### src/rtl/lfsr_pkg.sv
// Shared constants and types for the LFSR tap-pattern search.
//   NUM_TAPS  : number of candidate maximal-length tap patterns (indices 0..NUM_TAPS-1)
//   TAP_W     : tap counter width; NUM_TAPS must be <= 2**TAP_W - 1 so the
//               all-ones value stays free to mean "no match"
//   DAT_W     : LFSR state width
//   TAP_MASKS : the candidate 7-bit tap masks, in index order (used by LUT models)
package lfsr_pkg;

  localparam int NUM_TAPS = 9;
  localparam int TAP_W    = 4;
  localparam int DAT_W    = 7;

  typedef enum logic [1:0] {
    IDLE = 2'd0,
    SCAN = 2'd1,
    DONE = 2'd2
  } search_state_t;

  localparam logic [TAP_W-1:0] TAP_NONE = '1;

  localparam logic [DAT_W-1:0] TAP_MASKS [NUM_TAPS] = '{
    7'h60, 7'h48, 7'h78, 7'h72, 7'h6A, 7'h69, 7'h5C, 7'h7E, 7'h7B
  };

endpackage

### src/rtl/lfsr_tap_search_ctrl.sv
// Sequencer that scans the external tap-pattern LUT to find which tap pattern
// steps a latched seed to a latched target.
//
// Ports:
//   clk        : rising-edge clock
//   rst_n      : asynchronous active-low reset
//   start      : request pulse, only sampled while idle
//   seed       : LFSR state before the step (latched on accept)
//   target     : expected LFSR state after the step (latched on accept)
//   lut_addr   : {tap counter, latched seed} to the LUT (registered)
//   lut_data   : LUT read data, combinational from lut_addr
//   busy       : high whenever the sequencer is not idle
//   done       : one-cycle pulse when found/tap_idx/match_mask are valid
//   found      : a match was found; held until the next accepted start
//   tap_idx    : matching index, all-ones on no match; held
//   match_mask : per-index match bits (all-match build only, else 0)
//
// Build option: define LFSR_ALL_MATCH_EN to always scan every index and
// collect every hit in match_mask; tap_idx then reports the lowest hit.
// Without it the scan stops at the first (lowest) matching index.
module lfsr_tap_search_ctrl
  import lfsr_pkg::*;
(
  input  logic                   clk,
  input  logic                   rst_n,
  input  logic                   start,
  input  logic [DAT_W-1:0]       seed,
  input  logic [DAT_W-1:0]       target,
  output logic [TAP_W+DAT_W-1:0] lut_addr,
  input  logic [DAT_W-1:0]       lut_data,
  output logic                   busy,
  output logic                   done,
  output logic                   found,
  output logic [TAP_W-1:0]       tap_idx,
  output logic [NUM_TAPS-1:0]    match_mask
);

  localparam logic [TAP_W-1:0] LAST_IDX = TAP_W'(NUM_TAPS - 1);

  search_state_t    state_reg;
  logic [TAP_W-1:0] idx_reg;
  logic [DAT_W-1:0] seed_reg;
  logic [DAT_W-1:0] target_reg;
  logic             found_reg;
  logic [TAP_W-1:0] tap_idx_reg;
  logic             hit;
  logic             last;

  assign hit  = (lut_data == target_reg);
  assign last = (idx_reg == LAST_IDX);

`ifdef LFSR_ALL_MATCH_EN
  logic [NUM_TAPS-1:0] mask_reg;
  assign match_mask = mask_reg;
`else
  assign match_mask = '0;
`endif

  always_ff @(posedge clk or negedge rst_n) begin
    if (!rst_n) begin
      state_reg   <= IDLE;
      idx_reg     <= '0;
      seed_reg    <= '0;
      target_reg  <= '0;
      found_reg   <= 1'b0;
      tap_idx_reg <= '1;
`ifdef LFSR_ALL_MATCH_EN
      mask_reg    <= '0;
`endif
    end else begin
      case (state_reg)
        IDLE: begin
          if (start) begin
            seed_reg   <= seed;
            target_reg <= target;
            idx_reg    <= '0;
            found_reg  <= 1'b0;
`ifdef LFSR_ALL_MATCH_EN
            mask_reg   <= '0;
`endif
            state_reg  <= SCAN;
          end
        end

        SCAN: begin
`ifdef LFSR_ALL_MATCH_EN
          // Visit every index; the first hit seen is the lowest index because
          // the counter only counts up.
          if (hit) begin
            mask_reg[idx_reg] <= 1'b1;
            if (!found_reg) begin
              tap_idx_reg <= idx_reg;
              found_reg   <= 1'b1;
            end
          end
          if (last) begin
            if (!found_reg && !hit) begin
              tap_idx_reg <= '1;
            end
            state_reg <= DONE;
          end else begin
            idx_reg <= idx_reg + 1'b1;
          end
`else
          if (hit) begin
            tap_idx_reg <= idx_reg;
            found_reg   <= 1'b1;
            state_reg   <= DONE;
          end else if (last) begin
            tap_idx_reg <= '1;
            found_reg   <= 1'b0;
            state_reg   <= DONE;
          end else begin
            idx_reg <= idx_reg + 1'b1;
          end
`endif
        end

        DONE: begin
          // start is deliberately ignored here; a held start is taken in IDLE.
          state_reg <= IDLE;
        end

        default: begin
          state_reg <= IDLE;
        end
      endcase
    end
  end

  // Address comes only from registers, so the LUT sees no path from seed.
  assign lut_addr = {idx_reg, seed_reg};
  assign busy     = (state_reg != IDLE);
  assign done     = (state_reg == DONE);
  assign found    = found_reg;
  assign tap_idx  = tap_idx_reg;

endmodule

### config.mk
export PLATFORM = sky130hd
export DESIGN_NAME = lfsr_tap_search_ctrl
export DESIGN_NICKNAME = d
export VERILOG_FILES = /design/src/rtl/lfsr_pkg.sv /design/src/rtl/lfsr_tap_search_ctrl.sv
export SDC_FILE = /design/constraint.sdc
export NUM_CORES = 1
export LEC_CHECK = 0
export BUFFER_PORTS_ARGS = -buffer_cell sky130_fd_sc_hd__buf_2
export CORE_MARGIN = 2
export CORE_UTILIZATION = 40
export DETAILED_ROUTE_END_ITERATION = 10
export GPL_TIMING_DRIVEN = 0
export HOLD_SLACK_MARGIN = 0.08
export PLACE_DENSITY = 0.73
export SLEW_MARGIN = 25
export SYNTH_ARGS = -nofsm -noshare
export SYNTH_HDL_FRONTEND = slang
export SYNTH_SLANG_ARGS = --single-unit
### constraint.sdc
create_clock -name clk -period 4.3 [get_ports clk]
set_input_delay 0.86 -clock clk [delete_from_list [all_inputs] [get_ports clk]]
set_output_delay 0.86 -clock clk [all_outputs]
set_load 0.01 [all_outputs]
==> summary.md <==
| Metric | Value |
|---|---|
| Fin. max-slew vios | 0 |
| Leak Pwr | 0.736 nW |
| Post-CTS Hold Buffers | 0 |
| Clk slew on worst S/H paths | 0.12 ns |
| # Post-CTS Setup Buffers | 0 |
| Setup TNS | 0 ns |
| Grt total ovfl | 0 |
| Largest net degree at the start of global routing | 26 |
| Critical path class | flip-flop to output port |
| Port Buffers | 41 |
| Avg Cell Area, Syn | 11.9 um^2 |
| Ys Warns | 0 |
| Post-route ant nets | 0 |
| Slack of the critical path | 2.23 ns |
| Clock latency on the worst-skew pair | 0.30 ns |
| Max FO, Critical Path | 5 |
| Total Power | 0.941 mW |
| Clock Sinks | 25 |
| Leading cell type in the layout, fill and taps excluded | buf_2 |
| Max-slew headroom | 63.5% |
| Antenna violations before repair | 0 |
| Area share of the largest cell type after synthesis | 43.4% |
| Status | complete, no violations |
| Hold Crit Class | flip-flop to flip-flop |
| Crit-path max cell delay | 0.46 ns |
| Worst ir drop on vdd | 0.000342 V |
| Min Tclk post-route | 2.07 ns |
| DR iter-0 viols | 36 |
| Vias | 883 |
| Vias in the first global route | 877 |
| Cell area after placement | 1480 um^2 |
| RSZ-0062 raised after global routing | no |
| FFs w/ async S/R, synth | 100% |
| Number of distinct library cells after synthesis | 32 |
| DRC Markers | 0 |
| Least-Margin Pin Slew | 0.547 ns |
| CP delay by family, top | flip-flops |
| Max Freq | 0.484 GHz |
| Fillers | 270 |
| Initial Util | 43.1% |
| Total Routed Length | 2190 um |
| CTS resizes | 0 |
| Pwr Density | 623 nW/um^2 |
| Total Nets Final | 182 |
| #FFs+latches synth | 25 |
| Layout cells sized above 1 | 48.4% |
| Hold slack | 0.510 ns |
| Clock root cell | clkbuf_4 |
| Die ar. | 3480 um^2 |
| Final worst-path cycle share | 48.1% |
| Post-Synthesis Cell Area | 1210 um^2 |
| CTS Buffer Depth | 2 |
| Sequential area share after synthesis | 52.1% |
| TritonCTS clock tree | yes |
| GRT Util Overall | 13.8% |
| Post-synth EDFFs | 0 |
| Bufs and invs on worst path | 1 |
| First-pass GRT wire length | 3640 um |
| Crit-path cells | or2_2 > buf_2 |
| # rows | 19 |
| # setup viols final | 0 |
| Placer Congestion | 0.745 |
| Routed length per instance | 11.8 um |
| DP Cell Count | 182 |
| Area growth, synth to finish | 24.8% |
| Die X | 59.0 um |
| Commonest cells after routing, fill and taps aside | buf_2 (43), dfrtp_1 (21), mux2_2 (9), buf_4 (9), conb_1 (9) |
| Ant. Diodes | 0 |
| Die height | 59.0 um |
| CP arrival | 1.21 ns |
| Core area | 2810 um^2 |
| Kind of end point of the critical path | output port |
| Max_cap viols | 0 |
| Worst Skew | 0.00286 ns |
| CP required | 3.44 ns |
| Cts bufs inserted | 3 |
| Cell area after layout | 1510 um^2 |
| Synth top area cells | dfrtp_1 (43%), dfstp_2 (8.7%), mux2_2 (8.4%) |
| Main flop type after synthesis | dfrtp_1 |
| DP Worst Slack | 2.17 ns |
| CTS H-tree lvls | 1 |
| Post-Layout Cell Count | 186 |
| Dpl hpwl | 1740 um |
| Critical-path top delay cell | dfrtp_1 |
| Largest area contributor in the netlist | dfrtp_1 |
| Syn Inst Count | 102 |
| DRT Pass-1 Iters | 4 |
| Startpoint types | flip-flop |
| DR vias/cell | 4.75 |
| Final Hold Fails | 0 |
| Finished Core Util | 53.8% |
| IO Pins | 51 |
-- worst paths after layout --
path                                    from       endpoint  slack, ns  cells past startpoint
worst max register to register  state_reg[0]  target_reg[6]       2.66                      3
min in group asynchronous              rst_n   state_reg[1]       0.52                      1
worst min register to register   seed_reg[5]    seed_reg[5]       0.51                      1
worst min-delay path             seed_reg[5]    seed_reg[5]       0.51                      1
worst max-delay path            state_reg[0]           busy       2.23                      2
max in group asynchronous              rst_n     tap_idx[3]       3.41                      1
-- layer usage --
metal / track usage (%) / vias up / routed length [um]
li1: - / 436 / -
met1: 15.2 / 412 / 901
met2: 25.4 / 35 / 1100
met3: 4.15 / 0 / 189
met4: 3.90 / 0 / 0
met5: 0 / - / 0
-- power breakdown --
part | internal, mW | leakage, nW | switching (mW)
Combinational | 0.209 | 0.425 | 0.196
Sequential | 0.358 | 0.296 | 0.0790
Clock | 0.0362 | 0.0150 | 0.0633
-- logic make-up after synthesis --
| group | count (synthesis) | share of synthesized area, % |
|---|---|---|
| xor gates and xnor gates | 7 | 5.07 |
| other | 1 | 0.310 |
| and+or+nand+nor | 20 | 11.6 |
| DFF | 25 | 52.1 |
| buffers and inverters | 16 | 7.96 |
| adders and majority gates | 2 | 2.07 |
| AOI/OAI and AO/OA | 17 | 7.86 |
| muxes | 14 | 13.0 |
-- cells in the mapped netlist, drive strengths merged, types with 3 or more instances --
cell type  number
o21ai          13
dfstp           4
dfrtp          21
xnor2           7
mux2           14
inv             5
nand2           3
buf            11
-- layout make-up --
type	count	area, um^2	area share [%]
well taps	31	38.8	2.57
flip-flops and latches	25	631	41.8
repair buffers	41	205	13.6
multi-input cells	69	513	34.0
plain buffers	11	77.6	5.14
clock buffers	4	26.3	1.74
inverters	5	18.8	1.24
Power figures use the tool's default switching activity.
